**src/rtl/mp3_frame_sync.sv**
```systemverilog
`default_nettype none
// ============================================================================
// Module   : mp3_frame_sync
// Brief    : MPEG-1 Layer III frame sync hunter, header decoder and body
//            forwarder with CRC-byte removal and frame-relative byte counter.
// Revision : 1.0 - initial release
// ============================================================================
module mp3_frame_sync (
   input  logic        clk,
   input  logic        rst_n,
   input  logic [7:0]  axiid,
   input  logic        axiiv,
   output logic [7:0]  axiod,
   output logic        axiov,
   output logic [31:0] counter,
   output logic        header_valid,
   output logic [3:0]  bitrate_idx,
   output logic [1:0]  samp_idx,
   output logic        padding,
   output logic [1:0]  channel_mode,
   output logic [1:0]  mode_ext,
   output logic        crc_present,
   output logic        mono,
   output logic [10:0] frame_len,
   output logic        frame_done
);

   localparam logic [7:0]  c_sync     = 8'hFF;
   localparam logic [10:0] c_hdr_len  = 11'd4;
   localparam logic [10:0] c_crc_last = 11'd5;

   typedef enum logic [2:0] {
      S_HUNT = 3'd0,
      S_H1   = 3'd1,
      S_H2   = 3'd2,
      S_H3   = 3'd3,
      S_CRC  = 3'd4,
      S_BODY = 3'd5
   } state_t;

   state_t      r_state;
   logic [10:0] r_idx;
   logic        r_crc;
   logic [3:0]  r_br;
   logic [1:0]  r_sr;
   logic        r_pad;

   logic        w_h1_ok;
   logic        w_h2_ok;
   logic [10:0] w_lut_len;
   logic [10:0] w_body_cnt;

   // floor(144 * bitrate / fs) for MPEG-1 Layer III; 0 for reserved indices
   function automatic logic [10:0] f_frame_len(input logic [3:0] br, input logic [1:0] sr);
      logic [10:0] v;
      v = 11'd0;
      case (sr)
         2'd0: case (br)
            4'd1: v = 11'd104;   4'd2: v = 11'd130;   4'd3: v = 11'd156;
            4'd4: v = 11'd182;   4'd5: v = 11'd208;   4'd6: v = 11'd261;
            4'd7: v = 11'd313;   4'd8: v = 11'd365;   4'd9: v = 11'd417;
            4'd10: v = 11'd522;  4'd11: v = 11'd626;  4'd12: v = 11'd731;
            4'd13: v = 11'd835;  4'd14: v = 11'd1044;
            default: v = 11'd0;
         endcase
         2'd1: case (br)
            4'd1: v = 11'd96;    4'd2: v = 11'd120;   4'd3: v = 11'd144;
            4'd4: v = 11'd168;   4'd5: v = 11'd192;   4'd6: v = 11'd240;
            4'd7: v = 11'd288;   4'd8: v = 11'd336;   4'd9: v = 11'd384;
            4'd10: v = 11'd480;  4'd11: v = 11'd576;  4'd12: v = 11'd672;
            4'd13: v = 11'd768;  4'd14: v = 11'd960;
            default: v = 11'd0;
         endcase
         2'd2: case (br)
            4'd1: v = 11'd144;   4'd2: v = 11'd180;   4'd3: v = 11'd216;
            4'd4: v = 11'd252;   4'd5: v = 11'd288;   4'd6: v = 11'd360;
            4'd7: v = 11'd432;   4'd8: v = 11'd504;   4'd9: v = 11'd576;
            4'd10: v = 11'd720;  4'd11: v = 11'd864;  4'd12: v = 11'd1008;
            4'd13: v = 11'd1152; 4'd14: v = 11'd1440;
            default: v = 11'd0;
         endcase
         default: v = 11'd0;
      endcase
      return v;
   endfunction

   assign w_h1_ok    = (axiid[7:5] == 3'b111) && (axiid[4:3] == 2'b11) && (axiid[2:1] == 2'b01);
   assign w_h2_ok    = (axiid[7:4] != 4'd0) && (axiid[7:4] != 4'd15) && (axiid[3:2] != 2'd3);
   assign w_lut_len  = f_frame_len(r_br, r_sr);
   // The internal index includes the CRC bytes; the published counter does not
   assign w_body_cnt = r_idx - (crc_present ? 11'd2 : 11'd0);

   always_ff @(posedge clk or negedge rst_n) begin
      if (!rst_n) begin
         r_state      <= S_HUNT;
         r_idx        <= 11'd0;
         r_crc        <= 1'b0;
         r_br         <= 4'd0;
         r_sr         <= 2'd0;
         r_pad        <= 1'b0;
         axiod        <= 8'd0;
         axiov        <= 1'b0;
         counter      <= 32'd0;
         header_valid <= 1'b0;
         bitrate_idx  <= 4'd0;
         samp_idx     <= 2'd0;
         padding      <= 1'b0;
         channel_mode <= 2'd0;
         mode_ext     <= 2'd0;
         crc_present  <= 1'b0;
         mono         <= 1'b0;
         frame_len    <= 11'd0;
         frame_done   <= 1'b0;
      end else begin
         axiov        <= 1'b0;
         header_valid <= 1'b0;
         frame_done   <= 1'b0;
         if (r_state == S_HUNT) begin
            counter <= 32'd0;
         end
         if (axiiv) begin
            case (r_state)
               S_HUNT: begin
                  if (axiid == c_sync) begin
                     r_state <= S_H1;
                  end
               end
               S_H1: begin
                  if (w_h1_ok) begin
                     r_crc   <= ~axiid[0];
                     r_state <= S_H2;
                  end else begin
                     r_state <= (axiid == c_sync) ? S_H1 : S_HUNT;
                  end
               end
               S_H2: begin
                  if (w_h2_ok) begin
                     r_br    <= axiid[7:4];
                     r_sr    <= axiid[3:2];
                     r_pad   <= axiid[1];
                     r_state <= S_H3;
                  end else begin
                     r_state <= (axiid == c_sync) ? S_H1 : S_HUNT;
                  end
               end
               S_H3: begin
                  header_valid <= 1'b1;
                  bitrate_idx  <= r_br;
                  samp_idx     <= r_sr;
                  padding      <= r_pad;
                  crc_present  <= r_crc;
                  channel_mode <= axiid[7:6];
                  mode_ext     <= axiid[5:4];
                  mono         <= (axiid[7:6] == 2'b11);
                  frame_len    <= w_lut_len + {10'd0, r_pad};
                  r_idx        <= c_hdr_len;
                  r_state      <= r_crc ? S_CRC : S_BODY;
               end
               S_CRC: begin
                  r_idx <= r_idx + 11'd1;
                  if (r_idx == c_crc_last) begin
                     r_state <= S_BODY;
                  end
               end
               S_BODY: begin
                  axiod   <= axiid;
                  axiov   <= 1'b1;
                  counter <= {21'd0, w_body_cnt};
                  r_idx   <= r_idx + 11'd1;
                  if (r_idx == frame_len - 11'd1) begin
                     frame_done <= 1'b1;
                     r_state    <= S_HUNT;
                  end
               end
               default: r_state <= S_HUNT;
            endcase
         end
      end
   end

endmodule
`default_nettype wire

```
**config.mk**
```make
export PLATFORM = sky130hd
export DESIGN_NAME = mp3_frame_sync
export DESIGN_NICKNAME = d
export VERILOG_FILES = /design/src/rtl/mp3_frame_sync.sv
export SDC_FILE = /design/constraint.sdc
export NUM_CORES = 1
export LEC_CHECK = 0
export BUFFER_PORTS_ARGS = -buffer_cell sky130_fd_sc_hd__buf_2
export CAP_MARGIN = 20
export CORE_ASPECT_RATIO = 1.2
export CORE_MARGIN = 1
export CORE_UTILIZATION = 34
export CTS_BUF_LIST = sky130_fd_sc_hd__clkbuf_4
export DETAILED_ROUTE_END_ITERATION = 6
export SLEW_MARGIN = 10
export SYNTH_ARGS = -nofsm -noshare
export SYNTH_HDL_FRONTEND = slang
export SYNTH_SLANG_ARGS = --single-unit
```
**constraint.sdc**
```tcl
create_clock -name clk -period 4.3 [get_ports clk]
set_input_delay 0.215 -clock clk [delete_from_list [all_inputs] [get_ports clk]]
set_output_delay 0.215 -clock clk [all_outputs]
set_load 0.01 [all_outputs]
```
==> key figures <==
Run status
  • Status: complete, no violations

Synth
  • Post-Syn Instances: 555
  • Flops & latches, synth: 89
  • Synth top area share: 44.3%
  • Synthesized Nets: 582
  • Top FF cell, synth: dfrtp_1
  • Post-synthesis cell type count: 67
  • Avg Inst Size Synth: 9.06 um2
  • Post-Synthesis Cell Area: 5030 um2
  • Async SR Flop Fraction: 100%
  • Ys Warns: 0
  • Register area share after synthesis: 44.3%
  • Top post-synthesis cells by area: dfrtp_1 44%, nand2_1 7.5%, ha_1 4.0%, o21ai_0 3.2%, and2_1 3.1%
  • Dominant cell type by area after synthesis: dfrtp_1
  • Number of synthesized flops with an enable pin: 0

Clock network
  • CTS tree: done
  • H-tree levels: 3
  • Worst-Skew Late Latency: 0.48 ns
  • Max Buffers Root-to-Sink: 2
  • Clock slew at reported path FFs: 0.16 ns
  • CTS buffer count: 9
  • CTS root buffer: clkbuf_4
  • CTS Sinks: 89

Place
  • GPL Wtd Cong: 0.806
  • I/O Buffers: 77
  • HPWL after detailed placement: 9.23 mm
  • Cells after DPL: 773

Cells and area
  • Footprint of the multi-input gates: 2580 um2
  • Fraction of layout instances using a drive strength above 1: 19.1%
  • Fin cells: 798
  • Ant. Diodes: 0
  • Area growth from synthesis to layout: 14.1%
  • Register Area: 2230 um2
  • Fillers: 1,490
  • Layout Nets: 645

Hold path
  • Worst min path class: in -> reg

Timing
  • RSZ-0062 raised after global routing: no
  • Setup TNS: 0 ns
  • Final period util: 70.0%
  • Slew Viols, Final: 0
  • Layout Skew: 0.0203 ns
  • Final setup viols: 0
  • Final-report hold violation count: 0
  • Worst slew pin tran: 0.975 ns
  • Final min period: 3.01 ns
  • FMAX: 332 MHz
  • Max_slew headroom: 35.0%

Power
  • Pint: 1.33 mW
  • Pleak: 2.78 nW
  • Sequential share of power: 50.9%
  • Combinational Power Share: 24.6%
  • Total power: 2.09 mW
  • Switching Fraction: 36.3%
  • Pwr Density: 364 nW/um2
  • Net Sw Power: 0.758 mW
  • Peak supply drop: 0.000165 V
  • Clock share of power: 24.5%

Global routing
  • Number of global-route vias before repair: 4,039
  • Initial antenna violation count: 0
  • Maximum number of pins on one net before global-route repair: 62
  • GRT Total Usage: 17.8%
  • Grt total ovfl: 0
  • Global-route wire length before repair: 21.2 mm

Setup path
  • CP startpoint kind: flop
  • Critical path's slowest cell: dfrtp_1
  • Crit path largest cell delay: 0.58 ns
  • Critical path's top delay family: compound AO/OA/AOI/OAI gates
  • CP cell instances: inv_1 > ha_1 > nand2b_1 > a311oi_1 > a311oi_1 > o22ai_1 > nor2_1 > or4b_1 > a31oi_1
  • CP Capture Type: flop
  • Crit path DAT: 3.41 ns
  • Reg2reg setup slack: 1.29 ns
  • Critical Path RT: 4.70 ns
  • Most frequent cell on the critical path: a311oi_1
  • Worst-path maximum fanout: 10
  • Worst Path Buf+Inv: 1
  • WS Path Type: reg -> reg

Floorplanning
  • Die W: 113 um
  • Top Ports: 78
  • Starting density of the core: 34.9%
  • Core area: 14,400 um2
  • Die height: 135 um
  • Row count: 48
  • Die area: 15,300 um2

Detailed routing
  • 1st-iter DRT viols: 249
  • Vias/cell: 5.13
  • Final ANT Viol Nets: 0
  • First-pass iteration count of the detailed router: 5
  • WL per Instance: 15.8 um
  • Via count: 4,090
  • Routed WL: 12.6 mm
  • Drt drc: 0

Flow run
  • Max cap viols: 0
[stage by stage]
| step | setup WS (ns) | utilization, % | cell area (um2) | hold slack, ns |
|---|---|---|---|---|
| 2_1_floorplan | 1.81 | - | 5030 | -0.0806 |
| 6_report | 1.29 | 39.8 | 5740 | 0.0900 |
| 4_1_cts | 1.29 | 39.8 | 5740 | 0.0537 |
| 5_1_grt | 1.01 | 39.8 | 5740 | 0.0789 |
| 3_3_place_gp | 1.33 | 38.1 | 5490 | 0.336 |
| 3_5_place_dp | 1.34 | 38.1 | 5490 | 0.352 |
[cell usage after synthesis, drive strengths merged, types with 3 or more instances]
cell type	count
nor2b	12
nor2	30
or3	4
and2	25
o31ai	3
nand3	13
a211oi	3
inv	17
nor3b	4
buf	10
nand2b	12
o22ai	3
a31oi	4
and3	5
nand2	100
xor2	17
nor4	8
o21ai	38
mux2	9
clkbuf	26
nor3	16
a21oi	16
a311oi	3
or2	6
xnor2	14
dfrtp	89
o21a	4
o211ai	7
nand4	4
ha	16
mux2i	3
[cell usage in the layout (no fill, tap or decap), types with 15 or more instances in the layout]
cell / instances
xor2_1: 17
nand2_1: 100
buf_2: 76
nor3_1: 16
o21ai_0: 32
and2_1: 25
ha_1: 16
inv_1: 16
a21oi_1: 15
dfrtp_1: 89
nor2_1: 30
[final cells by class]
| type | count | area share (%) |
|---|---|---|
| tap | 175 | 3.82 |
| multi-input combinational | 412 | 44.9 |
| clock buffer | 9 | 1.18 |
| clock inverter | 7 | 1.50 |
| inverter | 18 | 1.18 |
| sequential | 89 | 38.8 |
| timing repair buffer | 88 | 8.59 |
[path summary, 6_finish.rpt]
kind,start,end,cells after the start
worst max register to register,r_br[1],frame_len[10],9
worst max-delay path,r_br[1],frame_len[10],9
max in group asynchronous,rst_n,frame_len[2],3
min in group asynchronous,rst_n,bitrate_idx[1],2
worst min-delay path,axiiv,r_state[2],2
worst min register to register,axiod[7],axiod[7],2
[per-layer routing]
metal	vias up	track usage, %	wire, um
met5	-	0	0
met1	1956	22.0	5490
li1	2034	-	-
met3	17	3.22	436
met4	0	7.09	258
met2	83	30.5	6450
[power groups by stage]
stage	sequential, mW	combinational [mW]	clock [mW]
after floorplan	1.04	0.376	0
after global placement	1.08	0.501	0
after detailed placement	1.08	0.513	0
after CTS	1.07	0.521	0.537
after global routing	1.08	0.583	0.569
final	1.06	0.513	0.511
[cell families after synthesis]
logic type	share of synthesized area, %
muxes	3.51
adders and majority gates	3.98
AOI/OAI and AO/OA	13.5
and+or+nand+nor	24.8
xor gates and xnor gates	5.40
DFF	44.3
buffers and inverters	4.45
[state kept, by name, indices dropped and copies added, names as in the netlist]
signal        cells
counter          32
padding           1
mode_ext          2
r_br              4
r_sr              2
axiov             1
bitrate_idx       4
channel_mode      2
r_state           3
crc_present       1
frame_len        11
header_valid      1
axiod             8
r_pad             1
frame_done        1
r_idx            11
r_crc             1
samp_idx          2
mono              1
[repair_timing]
| action | in CTS | in global routing |
|---|---|---|
| buffers inserted | 0 | 0 |
| hold buffers | 9 | 0 |
| resized for setup | 0 | 0 |
| endpoints found under the hold margin | 77 | 0 |
(Power assumes the default switching activity.)
